File: src/rtl/readout_sequencer.sv
// Readout sequencer: walks NUM_WORDS buffer addresses and streams each word.
// Optional out_parity output enabled by READOUT_SEQ_PARITY_EN.
module readout_sequencer #(
    parameter int N         = 8,
    parameter int ADDR_W    = 6,
    parameter int NUM_WORDS = 64
) (
    input  logic              clk,
    input  logic              rst_n,
    input  logic              start,
    input  logic              src_sel,
    input  logic              abort,
    output logic [ADDR_W-1:0] addr,
    output logic              buf_src,
    output logic              buf_en,
    input  logic [N-1:0]      buf_value,
    output logic [N-1:0]      out_data,
    output logic              out_valid,
    input  logic              out_ready,
    output logic              out_last,
    output logic              busy,
    output logic              done
`ifdef READOUT_SEQ_PARITY_EN
    ,
    output logic              out_parity
`endif
);

    typedef enum logic [2:0] {
        IDLE,
        ISSUE,
        LOAD,
        SEND,
        FINISH
    } state_t;

    localparam logic [ADDR_W-1:0] LAST_ADDR = ADDR_W'(NUM_WORDS - 1);

    state_t            state_q, state_d;
    logic              src_q, src_d;
    logic [ADDR_W-1:0] addr_d;
    logic              buf_src_d;
    logic              buf_en_d;
    logic [N-1:0]      out_data_d;
    logic              out_valid_d;
    logic              out_last_d;
    logic              busy_d;
    logic              done_d;
`ifdef READOUT_SEQ_PARITY_EN
    logic              parity_d;
`endif

    always_ff @(posedge clk or negedge rst_n) begin
        if (!rst_n) begin
            state_q    <= IDLE;
            src_q      <= 1'b0;
            addr       <= '0;
            buf_src    <= 1'b0;
            buf_en     <= 1'b0;
            out_data   <= '0;
            out_valid  <= 1'b0;
            out_last   <= 1'b0;
            busy       <= 1'b0;
            done       <= 1'b0;
`ifdef READOUT_SEQ_PARITY_EN
            out_parity <= 1'b0;
`endif
        end else begin
            state_q    <= state_d;
            src_q      <= src_d;
            addr       <= addr_d;
            buf_src    <= buf_src_d;
            buf_en     <= buf_en_d;
            out_data   <= out_data_d;
            out_valid  <= out_valid_d;
            out_last   <= out_last_d;
            busy       <= busy_d;
            done       <= done_d;
`ifdef READOUT_SEQ_PARITY_EN
            out_parity <= parity_d;
`endif
        end
    end

    // Outputs are registered, so each is computed from the upcoming state.
    always_comb begin
        state_d     = state_q;
        src_d       = src_q;
        addr_d      = addr;
        buf_src_d   = buf_src;
        buf_en_d    = 1'b0;
        out_data_d  = out_data;
        out_valid_d = out_valid;
        out_last_d  = out_last;
        done_d      = 1'b0;
`ifdef READOUT_SEQ_PARITY_EN
        parity_d    = out_parity;
`endif
        unique case (state_q)
            IDLE: begin
                if (start) begin
                    src_d     = src_sel;
                    buf_src_d = src_sel;
                    addr_d    = '0;
                    buf_en_d  = 1'b1;
                    state_d   = ISSUE;
                end
            end
            ISSUE: begin
                state_d = LOAD;
            end
            LOAD: begin
                out_data_d  = buf_value;
                out_valid_d = 1'b1;
                out_last_d  = (addr == LAST_ADDR);
`ifdef READOUT_SEQ_PARITY_EN
                parity_d    = ^buf_value;
`endif
                state_d     = SEND;
            end
            SEND: begin
                if (out_valid && out_ready) begin
                    out_valid_d = 1'b0;
                    out_last_d  = 1'b0;
                    if (out_last) begin
                        done_d  = 1'b1;
                        state_d = FINISH;
                    end else begin
                        addr_d    = addr + ADDR_W'(1);
                        buf_en_d  = 1'b1;
                        buf_src_d = src_q;
                        state_d   = ISSUE;
                    end
                end
            end
            FINISH: begin
                addr_d  = '0;
                state_d = IDLE;
            end
            default: begin
                state_d = IDLE;
            end
        endcase
        // Abort overrides any handshake taken in the same cycle.
        if (abort && (state_q != IDLE)) begin
            state_d     = IDLE;
            addr_d      = '0;
            buf_en_d    = 1'b0;
            out_valid_d = 1'b0;
            out_last_d  = 1'b0;
            done_d      = 1'b0;
        end
        busy_d = (state_d != IDLE);
    end

endmodule

File: config.mk
export PLATFORM = sky130hd
export DESIGN_NAME = readout_sequencer
export DESIGN_NICKNAME = d
export VERILOG_FILES = /design/src/rtl/readout_sequencer.sv
export SDC_FILE = /design/constraint.sdc
export NUM_CORES = 1
export LEC_CHECK = 0
export CORE_AREA = 3 3 55 57
export DETAILED_ROUTE_END_ITERATION = 6
export DIE_AREA = 0 0 58 60
export PLACE_DENSITY = 0.83
export SLEW_MARGIN = 20
export SYNTH_ARGS = -nofsm -noshare
export SYNTH_HDL_FRONTEND = slang
export SYNTH_SLANG_ARGS = --single-unit
File: constraint.sdc
create_clock -name clk -period 1.75 [get_ports clk]
set_input_delay 0.35 -clock clk [delete_from_list [all_inputs] [get_ports clk]]
set_output_delay 0.35 -clock clk [all_outputs]
set_load 0.02 [all_outputs]
==> reports/results.txt, run 1 <==
Max Buffers Root-to-Sink: 2
number of I/O port buffers: 33
die area: 3480 um^2
fin crit share: 94.0%
WL/cell: 15.3 um
post-synthesis cell count: 98
worst-margin pin slew: 376 ps
Crit path required time: 1400 ps
Synth area leaders: dfrtp_1, mux2_2, o31ai_4
vias per inst: 5.44
most common cell after layout, fill and taps aside: clkdlybuf4s50_1
leakage: 0.778 nW
CP max FO: 2
post-synthesis register bit count: 24
DIE WIDTH: 58 um
initial antenna violation count: 0
CTS Buf Count: 3
Main synth FF type: dfrtp_1
WS Path Type: flop to primary output
hold crit path type: input pin to async pin
sequential share of the synthesized area: 51.6%
CTS H-tree depth: 1
DR iter-0 viols: 27
diode count: 0
RSZ-0062 raised after global routing: false
Synthesized Nets: 113
largest stage delay on the critical path: 600 ps
synth unique cells: 34
CTS Root Cell: clkbuf_4
largest net degree at the start of global routing: 25
worst relative slew slack: 74.9%
GP Congestion: 0.876
Critical Path Start Type: flop
FP Rows: 18
Worst EP arrival: 1290 ps
Post-layout nets: 160
Avg Cell Area, Syn: 11.9 um^2
status: completed
die height: 60 um
WL final: 2.67 mm
post-synthesis instance area: 1160 um^2
critical path buffer and inverter count: 1
fin crit period: 1640 ps
commonest cells after routing, fill and taps aside: clkdlybuf4s50_1, dfrtp_1, buf_4, mux2_2, nand2_1
first-pass GRT wire length: 4.68 mm
# DRC: 0
Slowest-stage cell, CP: clkdlybuf4s50_1
Syn-to-layout area delta: 40.5%
post-synth top area share: 51.6%
Cell Chain, Critical Path: clkdlybuf4s50_1
Synth area leader: dfrtp_1
Slew Viols, Final: 0
final core utilization: 64.9%
initial cell density of the core: 46.2%
crit end category: primary output
crit-path leading delay family: buffers and inverters
IO Pins: 34
Vias: 947
Final setup viols: 0
Core ar.: 2520 um^2
clk_lat worst skew: 310 ps
GRT Residual Overflow: 0
Reg clk slew, reported paths: 130 ps
Yosys warnings: 0
FFs w/ async S/R, synth: 100%
layout cells sized above 1: 26.4%
worst hold margin: 369 ps
fmax: 608 MHz
final clock skew: 7.54 ps
Sink Count: 24
max-capacitance violation count: 0
DPL Wire Length: 1.95 mm
vias in the first global route: 1047
CTS tree: built
All-Layer GR Usage: 17.4%
total power: 1.76 mW
TritonRoute pass-1 iters: 4
Hold Violations, Final: 0
P per Cell Area: 1080 nW/um^2
Post-DRT Antenna Nets: 0
VDD IR max: 0.876 mV
Post-synth EDFFs: 0
registers in the layout, indices dropped and copies added, names as in the netlist:
name,count
addr,6
buf_en,1
buf_src,1
busy,1
done,1
out_data,8
out_last,1
out_valid,1
src_q,1
state_q,3
area by class of cell:
cell class | instances | area (um^2)
clock buffers | 4 | 36.3
well taps | 30 | 37.5
multi-input cells | 68 | 520
flip-flops and latches | 24 | 602
inverters | 2 | 7.51
fillers | 203 | 886
repair buffers | 46 | 433
per-layer routing:
layer	track usage, %	up-vias	share of wire (%)
li1	-	450	-
met1	22.3	449	42
met2	28.5	43	48
met3	3.89	5	8.4
met4	6.95	0	1.2
met5	0	-	0
report_power, final:
part | switching, mW | internal, mW
Clock | 0.157 | 0.127
Sequential | 0.0918 | 0.687
Combinational | 0.326 | 0.376
final timing paths:
kind,startpoint,to,slack (ps),cells after the start
max in group asynchronous,rst_n,state_q[1]$_DFF_PN0_,1140,2
worst min-delay path,rst_n,out_valid$_DFFE_PN0P_,370,2
worst max register to register,state_q[0]$_DFF_PN0_,addr[4]$_DFFE_PN0P_,120,4
worst min register to register,out_data[6]$_DFFE_PN0N_,out_data[6]$_DFFE_PN0N_,520,1
min in group clk,out_data[6]$_DFFE_PN0N_,out_data[6]$_DFFE_PN0N_,520,1
worst max-delay path,out_data[7]$_DFFE_PN0N_,out_data[7],110,1
synthesized netlist by cell type (2+ instances only):
library cell and instances:
a21oi_1 3, buf_6 3, dfrtp_1 24, inv_1 2
mux2_2 11, nand2_1 8, nand2b_1 2, nand3_1 3
nor2_1 6, nor3_1 2, o21ai_0 2, o21ai_1 2
o2bb2ai_1 2, o31ai_1 4, o31ai_4 2, o41ai_1 2
or2_2 2, or3_1 2
kinds of logic after synthesis:
logic type,count (synthesis),synth area share (%)
buffers and inverters,6,4.19
muxes,11,10.6
and+or+nand+nor,34,16.3
DFF,24,51.6
adders and majority gates,1,1.07
AOI/OAI and AO/OA,21,15.5
xor gates and xnor gates,1,0.752
stage by stage:
stage	std cells	setup TNS, ps	area, um^2	setup WS (ps)
5_1_grt	174	0	1640	25.2
3_5_place_dp	170	-1550	1590	-263
2_1_floorplan	98	0	1160	157
4_1_cts	174	0	1620	4.54
3_3_place_gp	170	-1300	1590	-226
6_report	174	0	1640	105
what timing repair did:
action / in CTS / in global routing
setup endpoints to repair: 4 / 11
hold buffers: 0 / 0
buffers inserted: 0 / 0
cloned: 0 / 0
resized for setup: 4 / 6
No activity file was read; power rests on OpenSTA's default activity.
==> run 2: changes to the inputs <==
--- a/config.mk
+++ b/config.mk
@@ -8,6 +8,7 @@
 export CORE_AREA = 3 3 55 57
 export DETAILED_ROUTE_END_ITERATION = 6
 export DIE_AREA = 0 0 58 60
+export GPL_ROUTABILITY_DRIVEN = 0
 export PLACE_DENSITY = 0.83
 export SLEW_MARGIN = 20
 export SYNTH_ARGS = -nofsm -noshare
==> run 2 against run 1 <==
  * Sequential share of layout area decreased by 0.41 points
  * Clock-buffer cell count decreased by 1
  * Clock power increased by 40%
  * Worst setup slack got worse by 1.0 ps
  * Cell count increased by 0.57%
  * Critical endpoint is now out_data[2]
  * Maximum frequency about the same
  * Wire length increased by 1.5%
  * Clock skew about the same
  * Design area increased by 0.92%
  * Die area unchanged
  * Worst hold slack improved by 9.5 ps
  * Via count increased by 1.3%
==> reports/results.txt, run 2 (synthesis results as in run 1) <==
status: completed
Sink Count: 24
hold_buf cts: 0
R2R setup slack: 130 ps
Syn-to-layout area delta: 41.8%
worst-margin pin slew: 394 ps
CTS tree: built
final clock skew: 7.52 ps
crit end category: primary output
layout cells sized above 1: 26.2%
Cells after DPL: 171
Core ar.: 2520 um^2
IO Pins: 34
leakage: 0.764 nW
diode count: 0
WS Path Type: flop to primary output
Post-layout nets: 161
largest net degree at the start of global routing: 25
Post-DRT Antenna Nets: 0
die area: 3480 um^2
Most flops, register: out_data
worst relative slew slack: 73.7%
max reg flops: 8
Slowest-stage cell, CP: clkdlybuf4s50_1
vias in the first global route: 989
Reg clk slew, reported paths: 140 ps
All-Layer GR Usage: 17.7%
Fillers: 206
Worst EP arrival: 1300 ps
CTS Root Cell: clkbuf_4
final worst slack: 104 ps
fin crit share: 94.0%
hold crit path type: input pin to async pin
biggest registers after layout: out_data x8, addr x6, state_q x3
CTS H-tree depth: 1
FP Rows: 18
# DRC: 0
Final setup viols: 0
Cell Chain, Critical Path: clkdlybuf4s50_1
initial cell density of the core: 46.2%
Hold Violations, Final: 0
CP max FO: 2
Setup Buffers After CTS: 0
vias per inst: 5.48
WL/cell: 15.5 um
Critical Path Start Type: flop
Reg2Reg Depth: 6
register cell area after layout: 601 um^2
Vias: 959
CTS Buf Count: 3
critical path buffer and inverter count: 1
VDD IR max: 0.810 mV
number of I/O port buffers: 33
dpl ws: -272 ps
die height: 60 um
fin crit period: 1650 ps
TritonRoute pass-1 iters: 4
Slew Viols, Final: 0
initial antenna violation count: 0
WL final: 2.71 mm
Crit path required time: 1400 ps
DR iter-0 viols: 30
clk_lat worst skew: 310 ps
GRT Residual Overflow: 0
DPL Wire Length: 2.02 mm
worst flop-to-flop path endpoint: addr[4]$_DFFE_PN0P_
P per Cell Area: 1140 nW/um^2
fmax: 608 MHz
max-capacitance violation count: 0
fin cells: 175
most common cell after layout, fill and taps aside: clkdlybuf4s50_1
Reg2Reg Launch Point: state_q[0]$_DFF_PN0_
Crit path depth: 1
largest stage delay on the critical path: 610 ps
DIE WIDTH: 58 um
multi-input logic area: 520 um^2
crit-path leading delay family: buffers and inverters
commonest cells after routing, fill and taps aside: clkdlybuf4s50_1, dfrtp_1, buf_4, mux2_2, nand2_1
first-pass GRT wire length: 4.76 mm
Max Buffers Root-to-Sink: 2
==> run 2: final cells by class <==
cell class	instances	area share, %
Clock inverter	1	1.82
Clock buffer	3	1.36
Tap cell	30	2.27
Timing Repair Buffer	47	26.2
Multi-Input combinational cell	68	31.5
Sequential cell	24	36.4
Inverter	2	0.455
==> run 2: worst max path at each step <==
| stage | startpoint | endpoint | slack, ps |
|---|---|---|---|
| 3_5_place_dp | out_ready | addr[4]$_DFFE_PN0P_ | -270 |
| 4_1_cts | state_q[0]$_DFF_PN0_ | addr[4]$_DFFE_PN0P_ | 10 |
| 3_3_place_gp | out_ready | addr[3]$_DFFE_PN0P_ | -220 |
| 6_report | out_data[2]$_DFFE_PN0N_ | out_data[2] | 100 |
| 2_1_floorplan | state_q[1]$_DFF_PN0_ | addr[3]$_DFFE_PN0P_ | 160 |
| 5_1_grt | state_q[0]$_DFF_PN0_ | addr[3]$_DFFE_PN0P_ | -4 |
==> run 2: stage by stage <==
step	util [%]	area (um^2)	power, mW	setup TNS (ps)	hold WS [ps]
6_report	65.5	1650	1.89	0	379
5_1_grt	65.5	1650	2.00	-4.30	387
4_1_cts	65.1	1640	1.90	0	389
3_5_place_dp	63.3	1600	1.52	-1560	495
3_3_place_gp	63.3	1600	1.48	-1260	481
2_1_floorplan	-	1160	1.14	0	54.4
==> run 2: routing by layer <==
metal	share of wire [%]	vias to the layer above	wire [um]	track usage, %
met5	0	-	0	0
met4	0.63	0	17	3.97
met3	5.8	2	156	2.81
met2	51	37	1390	30.2
met1	42	468	1140	23.7
li1	-	452	-	-
==> run 2: where the power goes <==
group / total (mW) / switching, mW / leakage, nW / internal (mW)
registers: 0.775 / 0.0889 / 0.306 / 0.686
logic: 0.715 / 0.335 / 0.431 / 0.380
clock network: 0.397 / 0.165 / 0.0279 / 0.231
total: 1.89 / 0.589 / 0.764 / 1.30
==> run 2: timing repair <==
| action | CTS | global route |
|---|---|---|
| setup endpoints to repair | 6 | 9 |
| pin swaps | 0 | 0 |
| cloned | 0 | 0 |
| resized for setup | 6 | 3 |
==> patch 1 (flow settings as in run 2) <==
`N`: 8 -> 9.
--- a/src/rtl/readout_sequencer.sv
+++ b/src/rtl/readout_sequencer.sv
@@ -3,3 +3,3 @@
 module readout_sequencer #(
-    parameter int N         = 8,
+    parameter int N         = 9,
     parameter int ADDR_W    = 6,
Interface: changed (resized buf_value and out_data); port bits go from 34 to 36. The function was not compared with the original's and may differ.
==> patch 1 against run 2 <==
  * Worst setup slack worse by 44 ps
  * Total power is 3.4% lower
  * Sequential cell count increased by 1
  * Routed wire length down 3.3%
  * Die area stayed put
  * Synthesized area increased by 3.3%
  * Cell area is 2.2% higher
  * Critical endpoint is now addr[4]
  * Final cell count increased by 2.3%
  * First-iteration DRC count rose by 50%
==> patch 1: results (changes against run 2) <==
* Via density per instance at 5.531 (was 5.480)
* M2 GR Usage at 27.90% (was 30.16%)
* Met3 Resource Use GR at 3.456% (was 2.808%)
* Post-Synth XOR/XNOR Area at 0.7277% (was 0.7519%)
* CP Launch Point: abort (was out_data[2])
* Min Hold Slack at 377.3 ps (was 378.8 ps)
* Synthesized Nets at 116 (was 113)
* Post-synthesis mux area share at 11.23% (was 10.63%)
* I/O Buffers at 35 (was 33)
* GR Util met1 at 21.64% (was 23.73%)
* Sw Ratio at 33.13% (was 31.23%)
* Dpl hpwl at 2.018 mm (was 2.022 mm)
* Area share of fa/ha/maj cells after synthesis at 1.040% (was 1.074%)
* Leak at 0.7884 nW (was 0.7642 nW)
* Seq/Total Area, Yosys at 51.98% (was 51.56%)
* Placed instance area at 1655 µm² (was 1597 µm²)
* Top flop regs: out_data x9, addr x6, state_q x3 (was out_data x8, addr x6, state_q x3)
* Clock skew at 10.36 ps (was 7.515 ps)
* Max-Slew Margin vs Limit at 76.96% (was 73.72%)
* Largest net degree at the start of global routing at 26 (was 25)
* Final WL at 2.617 mm (was 2.706 mm)
* Launching point of the worst reg2reg path: state_q[1] (was state_q[0])
* Status: complete, no violations (unchanged)
* Critical path arrival at 1920 ps (was 1300 ps)
* Peak supply drop at 0.7460 mV (was 0.8097 mV)
* Ranking of synthesized cells by area: dfrtp_1, mux2_2, o31ai_4 (unchanged)
* Critical path class: in -> reg (was reg -> out)
* First-pass GRT wire length at 4.485 mm (was 4.761 mm)
* Vias in the first global route at 997 (was 989)
* Layout cells sized above 1 at 25.50% (was 26.21%)
* R2R Setup Slk at 70 ps (was 130 ps)
* Commonest cells in the synthesized netlist: dfrtp_1, mux2_2, nand2_1, nor2_1, o31ai_1 (unchanged)
* Total Routing Usage GR at 16.60% (was 17.68%)
* DR iter-0 viols at 45 (was 30)
* Synth Area in Compound Gates at 14.97% (was 15.47%)
-- patch 1: cell types whose count changed after synthesis --
cell / before / now
dfrtp_1: 24 / 25
nor2b_1: 1 / 2
mux2_2: 11 / 12
nor2_1: 6 / 5
-- patch 1: cell families (layout without fill, tap and decap cells) --
logic type               after synthesis  count (layout)
buffers and inverters                  6              55
flip-flops                            25              25
AO/OA/AOI/OAI                         21              21
multiplexers                          12              12
XOR/XNOR                               1               1
AND/OR/NAND/NOR                       34              34
adder cells (fa/ha/maj)                1               1
-- patch 1: layer usage --
| metal | wire [µm] | up-vias |
|---|---|---|
| li1 | - | 463 |
| met1 | 1113 | 465 |
| met2 | 1233 | 56 |
| met3 | 241 | 6 |
| met4 | 28 | 0 |
| met5 | 0 | - |
-- patch 1: stage by stage --
stage                     cells  TNS [ps]  setup slack, ps
after floorplan             100         0            152.1
after global placement      175     -1587           -266.3
after detailed placement    175     -2127           -346.6
after CTS                   179         0            17.62
after global routing        179         0            3.091
final                       179         0            60.07
-- patch 1: repair_timing --
action,in CTS,in global routing
hold endpoints to repair,0,0
resized for setup,6,3
cloned,0,0
hold buffers,0,0
endpoints found under the setup margin,7,3
pin swaps,0,0
-- patch 1: layout make-up --
cell class              instances  area, µm²  share of cell area, %
flip-flops and latches         25      625.6                  37.06
multi-input cells              69      534.3                  31.65
repair buffers                 49      456.7                  27.06
well taps                      30      37.54                  2.224
clock buffers                   4      26.28                  1.557
inverters                       2      7.507                 0.4448
-- patch 1: power groups by stage --
stage	Clock, mW	Combinational [mW]	Sequential, mW
finish	0.247	0.764	0.811
floorplan	0	0.241	0.969
detailed placement	0	0.776	0.824
global route	0.282	0.810	0.841
global placement	0	0.759	0.815
CTS	0.250	0.771	0.812
==> patch 2 (settings of run 2) <==
Made on the original files. The 5 states of `state_t` get a Gray code encoding in 3 bits.
--- a/src/rtl/readout_sequencer.sv
+++ b/src/rtl/readout_sequencer.sv
@@ -29,7 +29,7 @@
     typedef enum logic [2:0] {
-        IDLE,
-        ISSUE,
-        LOAD,
-        SEND,
-        FINISH
+        IDLE   = 3'b000,
+        ISSUE  = 3'b001,
+        LOAD   = 3'b011,
+        SEND   = 3'b010,
+        FINISH = 3'b110
     } state_t;
Check against the original RTL: same outputs for any inputs over 10 cycles, from zero or initial values and one cycle with rst_n low; not proved beyond that.
==> patch 2 against run 2 <==
  * Cell area fell by 2.0%
  * Hold slack got worse by 14 ps
  * Clock power fell by 27%
  * Synthesized cell count rose by 8.2%
  * Routed wire length fell by 0.30%
  * Total power rose by 15%
  * Sequential power rose by 7.5%
  * Global-route usage fell by 0.63 points
  * Non-clock buffer count fell by 2
  * Worst setup slack got worse by 34 ps
  * Synthesized area fell by 0.75%
  * Sequential cell count did not move
  * Critical endpoint is now buf_src
  * Largest power group is now combinational logic
==> patch 2: results (changes against run 2) <==
* Sw Ratio at 36.07% (was 31.23%)
* Post-Syn Instances at 106 (was 98)
* Via density per instance at 5.606 (was 5.480)
* Vias in the first global route at 1042 (was 989)
* M2 GR Usage at 28.87% (was 30.16%)
* Worst stage delay on the critical path at 630 ps (was 610 ps)
* Non-clock buffer share at 26.14% (was 26.21%)
* Sw Pwr at 0.7837 mW (was 0.5890 mW)
* Area share of fa/ha/maj cells after synthesis at 1.082% (was 1.074%)
* Clk power at 0.291 mW (was 0.397 mW)
* Non-clk bufs at 45 (was 47)
* Peak supply drop at 0.8470 mV (was 0.8097 mV)
* Wire length on met2 at 1.350 mm (was 1.390 mm)
* Clkbuf count at 4 (was 3)
* First-pass GRT wire length at 4.526 mm (was 4.761 mm)
* Final WL at 2.698 mm (was 2.706 mm)
* Total Routing Usage GR at 17.06% (was 17.68%)
* Met3 Resource Use GR at 3.672% (was 2.808%)
* Area occupied by multi-input gates at 509.2 µm² (was 520.5 µm²)
* Ranking of synthesized cells by area: dfrtp_1, mux2_2, o31ai_1 (was dfrtp_1, mux2_2, o31ai_4)
* Dpl hpwl at 2.063 mm (was 2.022 mm)
* Non-Filler Instances at 180 (was 175)
* Worst R2R End: addr[1] (was addr[4])
* Netlist cell types at 35 (was 34)
* DP Worst Slack at -121.1 ps (was -272.2 ps)
* Status: complete, no violations (unchanged)
* Critical path arrival at 1330 ps (was 1300 ps)
* Slew at the pin with the worst max-slew slack at 363.1 ps (was 393.8 ps)
* Clock skew at 6.445 ps (was 7.515 ps)
* Worst-case reg-to-reg path depth at 5 (was 6)
* PostCTS Resize Cnt at 4 (was 6)
* Met3 WL at 174 µm (was 156 µm)
* WL met1 at 1.111 mm (was 1.141 mm)
* Clk tree area frac at 2.243% (was 3.182%)
* Layout cells sized above 1 at 20.00% (was 26.21%)
* Leak at 0.7759 nW (was 0.7642 nW)
* Multi-input comb cells at 74 (was 68)
* FILL cells at 215 (was 206)
* Post-Synth XOR/XNOR Area at 0% (was 0.7519%)
* Synthesized Nets at 121 (was 113)
-- patch 2: logic make-up (layout without fill, tap and decap cells) --
logic type,Yosys count,in the layout
buffers and inverters,8,52
AOI/OAI and AO/OA,23,23
muxes,12,12
and+or+nand+nor,38,38
adders and majority gates,1,1
DFF,24,24
-- patch 2: stage by stage --
step | hold slack (ps) | area, µm² | utilization (%)
after floorplan | 54.41 | 1156 | -
after global placement | 485.8 | 1579 | 62.60
after detailed placement | 494.8 | 1579 | 62.60
after CTS | 366.0 | 1610 | 63.84
after global routing | 374.2 | 1618 | 64.14
final | 364.8 | 1618 | 64.14
-- patch 2: worst max-delay path by stage --
| stage | startpoint | endpoint | slack, ps | cells past startpoint |
|---|---|---|---|---|
| floorplan | out_valid | addr[5] | 100 | 4 |
| global route | addr[1] | addr[1] | 5 | 1 |
| finish | buf_src | buf_src | 70 | 1 |
| detailed placement | abort | addr[4] | -120 | 4 |
| CTS | addr[2] | addr[2] | 10 | 1 |
| global placement | abort | addr[4] | -80 | 4 |
